==> src/rtl/montred_arbiter.sv <==
// Round-robin arbiter sharing one montgomery_red engine among NREQ requesters.
// One request in flight: accept, launch pulse, wait for done or watchdog, return a tagged response.
module montred_arbiter #(
    parameter int unsigned NBITS   = 128,
    parameter int unsigned NREQ    = 4,
    parameter int unsigned TIMEOUT = 4096
) (
    input  logic                       clk,
    input  logic                       rst_n,
    input  logic [NBITS-1:0]           cfg_m,
    input  logic [$clog2(NBITS)-1:0]   cfg_m_size,
    input  logic [NREQ-1:0]            req_valid,
    input  logic [NREQ*2*NBITS-1:0]    req_a,
    output logic [NREQ-1:0]            req_ready,
    output logic                       red_enable_p,
    output logic [2*NBITS-1:0]         red_a,
    output logic [NBITS-1:0]           red_m,
    output logic [$clog2(NBITS)-1:0]   red_m_size,
    input  logic [NBITS-1:0]           red_y,
    input  logic                       red_done_p,
    output logic                       rsp_valid,
    input  logic                       rsp_ready,
    output logic [$clog2(NREQ)-1:0]    rsp_id,
    output logic [NBITS-1:0]           rsp_y,
    output logic                       rsp_err,
    output logic                       busy
);

    localparam int unsigned AW  = 2 * NBITS;
    localparam int unsigned IDW = $clog2(NREQ);
    localparam int unsigned CW  = $clog2(TIMEOUT);

    typedef enum logic [1:0] {
        S_IDLE   = 2'd0,
        S_LAUNCH = 2'd1,
        S_BUSY   = 2'd2,
        S_RESP   = 2'd3
    } state_t;

    state_t           state;
    logic [IDW-1:0]   ptr;
    logic [CW-1:0]    cnt;
    logic             gnt_found;
    logic [IDW-1:0]   gnt_idx;

    // Requester index k positions after base, wrapping at NREQ.
    function automatic logic [IDW-1:0] rr_idx(input logic [IDW-1:0] base, input int unsigned k);
        return IDW'((32'(base) + k) % NREQ);
    endfunction

    // First valid requester at or after ptr.
    always_comb begin
        gnt_found = 1'b0;
        gnt_idx   = '0;
        for (int unsigned k = 0; k < NREQ; k++) begin
            if (!gnt_found && req_valid[rr_idx(ptr, k)]) begin
                gnt_found = 1'b1;
                gnt_idx   = rr_idx(ptr, k);
            end
        end
    end

    // Accept strobe is combinational so the handshake completes in the IDLE cycle.
    always_comb begin
        req_ready = '0;
        if (state == S_IDLE && gnt_found) begin
            req_ready[gnt_idx] = 1'b1;
        end
    end

    always_ff @(posedge clk or negedge rst_n) begin
        if (!rst_n) begin
            state        <= S_IDLE;
            ptr          <= '0;
            cnt          <= '0;
            red_enable_p <= 1'b0;
            red_a        <= '0;
            red_m        <= '0;
            red_m_size   <= '0;
            rsp_valid    <= 1'b0;
            rsp_id       <= '0;
            rsp_y        <= '0;
            rsp_err      <= 1'b0;
            busy         <= 1'b0;
        end else begin
            red_enable_p <= 1'b0;
            unique case (state)
                S_IDLE: begin
                    if (gnt_found) begin
                        red_a        <= req_a[32'(gnt_idx) * AW +: AW];
                        red_m        <= cfg_m;
                        red_m_size   <= cfg_m_size;
                        rsp_id       <= gnt_idx;
                        ptr          <= rr_idx(gnt_idx, 1);
                        red_enable_p <= 1'b1;
                        busy         <= 1'b1;
                        state        <= S_LAUNCH;
                    end
                end
                S_LAUNCH: begin
                    cnt   <= '0;
                    state <= S_BUSY;
                end
                S_BUSY: begin
                    cnt <= cnt + CW'(1);
                    // A done pulse on the watchdog cycle still counts as success.
                    if (red_done_p) begin
                        rsp_y     <= red_y;
                        rsp_err   <= 1'b0;
                        rsp_valid <= 1'b1;
                        state     <= S_RESP;
                    end else if (cnt == CW'(TIMEOUT - 1)) begin
                        rsp_y     <= '0;
                        rsp_err   <= 1'b1;
                        rsp_valid <= 1'b1;
                        state     <= S_RESP;
                    end
                end
                S_RESP: begin
                    if (rsp_ready) begin
                        rsp_valid <= 1'b0;
                        busy      <= 1'b0;
                        state     <= S_IDLE;
                    end
                end
                default: state <= S_IDLE;
            endcase
        end
    end

endmodule

==> config.mk <==
export PLATFORM = sky130hd
export DESIGN_NAME = montred_arbiter
export DESIGN_NICKNAME = d
export VERILOG_FILES = /design/src/rtl/montred_arbiter.sv
export SDC_FILE = /design/constraint.sdc
export NUM_CORES = 1
export LEC_CHECK = 0
export BUFFER_PORTS_ARGS = -buffer_cell sky130_fd_sc_hd__buf_2
export CORE_AREA = 4 4 713 715
export DETAILED_ROUTE_END_ITERATION = 8
export DIE_AREA = 0 0 717 719
export PLACE_DENSITY_LB_ADDON = 0.3
export REMOVE_ABC_BUFFERS = 1
export SETUP_SLACK_MARGIN = 0.2
export SYNTH_ARGS = -nofsm -noshare
export SYNTH_HDL_FRONTEND = slang
export SYNTH_SLANG_ARGS = --single-unit
==> constraint.sdc <==
create_clock -name clk -period 3.85 [get_ports clk]
set_input_delay 0.385 -clock clk [delete_from_list [all_inputs] [get_ports clk]]
set_output_delay 0.385 -clock clk [all_outputs]
set_load 0.05 [all_outputs]
==> impl_metrics.ini <==
[status]
run_status = finished, final reports clean

[die]
core.rowCount = 260
coreArea_um2 = 501300
floorplan.initialDensity_pct = 5.722
die-height_um = 719
ios = 1824
die_area_um2 = 515500
dieWidth_um = 717

[power]
power_density_nw_per_um2 = 821.3
p_int_mw = 21.43
switchingPower_mw = 26.90
switching_share_pct = 55.66
post-layout-total-power_mw = 48.33
vdd.ir_drop.worst_v = 0.0005469
share_seq_of_total_power_pct = 21.2
clockPowerShare_pct = 17.0
static-leakage-power_nw = 26.28
share_comb_of_total_power_pct = 61.8

[synth]
ys_dominant_reg_cell = sky130_fd_sc_hd__dfrtp_1
ys_ff_latch = 541
synthesis.yosys.warnings = 0
post_synthesis_average_cell_area_um2 = 9.526
postSynthCellCount = 3011
synthArstFlopShare_pct = 100.0
netlist_area_um2 = 28680
netlist_cell_types = 49
sequential_area_share_after_synthesis_pct = 47.20
number_of_synthesized_flops_with_an_enable_pin = 0

[sta]
grt_setup_unrepaired = no
final.min_clock_period_ns = 3.550
clock-skew-final_ns = 0.06663
worst_slack_ns = 0.2997
worst_slew_margin_rel_pct = 32.87
max_slew.worst_pin.slew_ns = 0.9790
number_of_setup_violations_in_the_final_report = 0
timing_hold_violations_final = 0
fmax_ghz = 0.2817
maxSlewViolCount = 0
min_period_over_period_pct = 92.21

[grt]
overflow = 0
via_count_of_the_first_global_routing_pass = 37870
grt_first_pass_wirelength_mm = 433.9
grt_start_max_net_pins = 137
initial_antenna_violation_count = 305
grt.total_usage_pct = 13.03

[finish]
finish.instance_area_um2 = 58840
layout-drive-gt1-share_pct = 37.44
n_fill_cell = 58130
layout.nets = 6980
area.growth.synth_to_final_pct = 105.1

[clock_network]
clk-insertion-delay-late_ns = 0.80
cts_buffers = 86
clk_pin_slew_ns = 0.06
clock_tree.root_cell = sky130_fd_sc_hd__clkbuf_16
cts.sink_count = 541
tritoncts = yes
cts.htree.levels = 3
clock_path_buffers = 4

[placed_design]
number_of_buffers_added_on_ports = 1823
place_hpwl_mm = 300.3
pre_cts_setup_slack_ns = 0.4606
detailed_place.area_um2 = 46080
gp_congestion = 1.002

[route]
avgViaCountPerCell = 3.012
drt-total-wl_mm = 353.6
drtPass1Iterations = 5
route.antenna.remaining_nets = 0
detailroute.via_count = 38070
wl_per_cell_um = 27.98
drt-initial-drc-count = 3096
remaining_drc_errors = 0

[worst_setup_path]
r2r_slack_ns = 0.30
worstSetupPathType = flip-flop to flip-flop
timing.critical_path.fanout_max = 99
timing.rr.start = ptr[1]$_DFFE_PN0P_
timing.critical_path.required_ns = 4.58
worst_r2r_path_depth = 8
end_kind = flip-flop
nature_of_the_critical_path_startpoint = flip-flop
worst_r2r_endpoint = red_a[196]$_DFFE_PN0P_
critical_path_arrival_ns = 4.28

[flow_run]
cap_viol_max_count = 0

[hold_path]
kind_of_path_behind_the_tightest_hold_check = input port to flip-flop
min_path_cells = 4
timing.hold.worst.start = req_a[760]
hold_end = red_a[248]$_DFFE_PN0P_
[worst max-delay path by stage]
stage | from | to | slack, ns | depth (start not counted)
finish | ptr[1]$_DFFE_PN0P_ | red_a[196]$_DFFE_PN0P_ | 0.30 | 8
detailed placement | ptr[1]$_DFFE_PN0P_ | red_a[115]$_DFFE_PN0P_ | 0.46 | 7
global route | ptr[1]$_DFFE_PN0P_ | red_a[164]$_DFFE_PN0P_ | 0.23 | 9
CTS | ptr[1]$_DFFE_PN0P_ | red_a[249]$_DFFE_PN0P_ | 0.21 | 9
global placement | ptr[1]$_DFFE_PN0P_ | red_a[115]$_DFFE_PN0P_ | 0.46 | 7
floorplan | req_valid[0] | req_ready[0] | -12.90 | 5
[sequential cells by signal, summed over array words and instances (netlist names), 2 cells and up]
name / flops
red_a: 256
red_m: 128
rsp_y: 128
cnt: 12
red_m_size: 7
ptr: 2
rsp_id: 2
state: 2
[cells by family after synthesis]
| kind of cell | after synthesis | share of synthesized area, % |
|---|---|---|
| adder cells (fa/ha/maj) | 5 | 0.2181 |
| flip-flops | 541 | 47.20 |
| buffers and inverters | 300 | 5.391 |
| multiplexers | 259 | 9.091 |
| AO/OA/AOI/OAI | 928 | 23.80 |
| AND/OR/NAND/NOR | 971 | 14.09 |
| XOR/XNOR | 7 | 0.2137 |
[cell usage after synthesis, drive strengths merged (2+ instances only)]
cell | number | share of area [%]
a21o | 257 | 6.7
a21oi | 7 | 0.16
a22o | 130 | 4.0
buf | 135 | 3.1
clkbuf | 153 | 2.1
dfrtp | 541 | 47
ha | 5 | 0.22
inv | 12 | 0.16
mux2 | 2 | 0.079
mux2i | 257 | 9.0
nand2 | 681 | 8.9
nand2b | 2 | 0.052
nand3 | 262 | 4.6
nand4 | 3 | 0.065
nor2 | 15 | 0.25
nor4 | 2 | 0.096
o211ai | 256 | 7.9
o21ai | 270 | 4.7
o22a | 2 | 0.061
o22ai | 2 | 0.065
xnor2 | 4 | 0.12
xor2 | 3 | 0.092
[power by group through the flow]
| stage | sequential, mW | clock [mW] | combinational, mW |
|---|---|---|---|
| floorplan | 18.8 | 0 | 7.07 |
| global placement | 10.3 | 0 | 27.6 |
| detailed placement | 10.2 | 0 | 27.7 |
| CTS | 10.2 | 8.66 | 30.1 |
| global route | 10.5 | 8.75 | 31.3 |
| finish | 10.3 | 8.19 | 29.9 |
[timing repair]
action	CTS	global route
setup buffers	3	0
pin swaps	1	0
cloned	0	1
endpoints found under the setup margin	3	46
hold buffers	937	0
hold endpoints to repair	547	0
resized for setup	2	2
[area by class of cell]
class	instances	area [µm²]	share of cell area, %
repair buffers	2869	19920	33.85
multi-input cells	2170	13660	23.22
flip-flops and latches	541	13540	23.01
well taps	6681	8359	14.21
clock buffers	123	2482	4.219
diodes	219	548.0	0.9313
clock inverters	25	282.8	0.4806
inverters	12	47.55	0.08080
[metal layers]
| metal | global-route usage, % | up-vias | wire, µm |
|---|---|---|---|
| met5 | 0 | - | 906 |
| met4 | 4.130 | 144 | 12450 |
| met3 | 6.322 | 593 | 42060 |
| met2 | 18.68 | 2051 | 143800 |
| met1 | 16.93 | 18920 | 154400 |
| li1 | - | 16360 | - |
[critical path, stage by stage, from the launching register on]
cell	delay, ns
sky130_fd_sc_hd__dfrtp_2	0.49
sky130_fd_sc_hd__nand2b_2	0.25
sky130_fd_sc_hd__a21oi_4	0.35
sky130_fd_sc_hd__buf_12	0.26
sky130_fd_sc_hd__buf_12	0.32
sky130_fd_sc_hd__o21ai_0	0.36
sky130_fd_sc_hd__a21o_1	0.25
sky130_fd_sc_hd__o211ai_1	0.08
sky130_fd_sc_hd__dlygate4sd3_1	0.56
[cell usage in the layout, fill, tap and decap left out, drive strengths merged, types with 4 or more instances in the layout]
cell type    instances
a21o               257
a21oi                7
a22o               130
buf               1931
bufinv               4
clkbuf             124
clkinv               9
clkinvlp             5
dfrtp              541
diode              219
dlygate4sd3        937
ha                   5
inv                 19
mux2i              257
nand2              681
nand3              262
nor2                15
o211ai             256
o21ai              270
xnor2                4
[metrics by stage]
step	std cells	util, %	hold slack (ns)	setup TNS [ns]
final	12640	11.74	0.05927	0
after global routing	12510	11.67	0.03690	0
after CTS	12420	11.62	0.0001710	0
after detailed placement	11330	9.191	0.4393	0
after global placement	11330	9.190	0.4426	0
after floorplan	2723	-	0.08941	-4499.22
(Power assumes the default switching activity.)
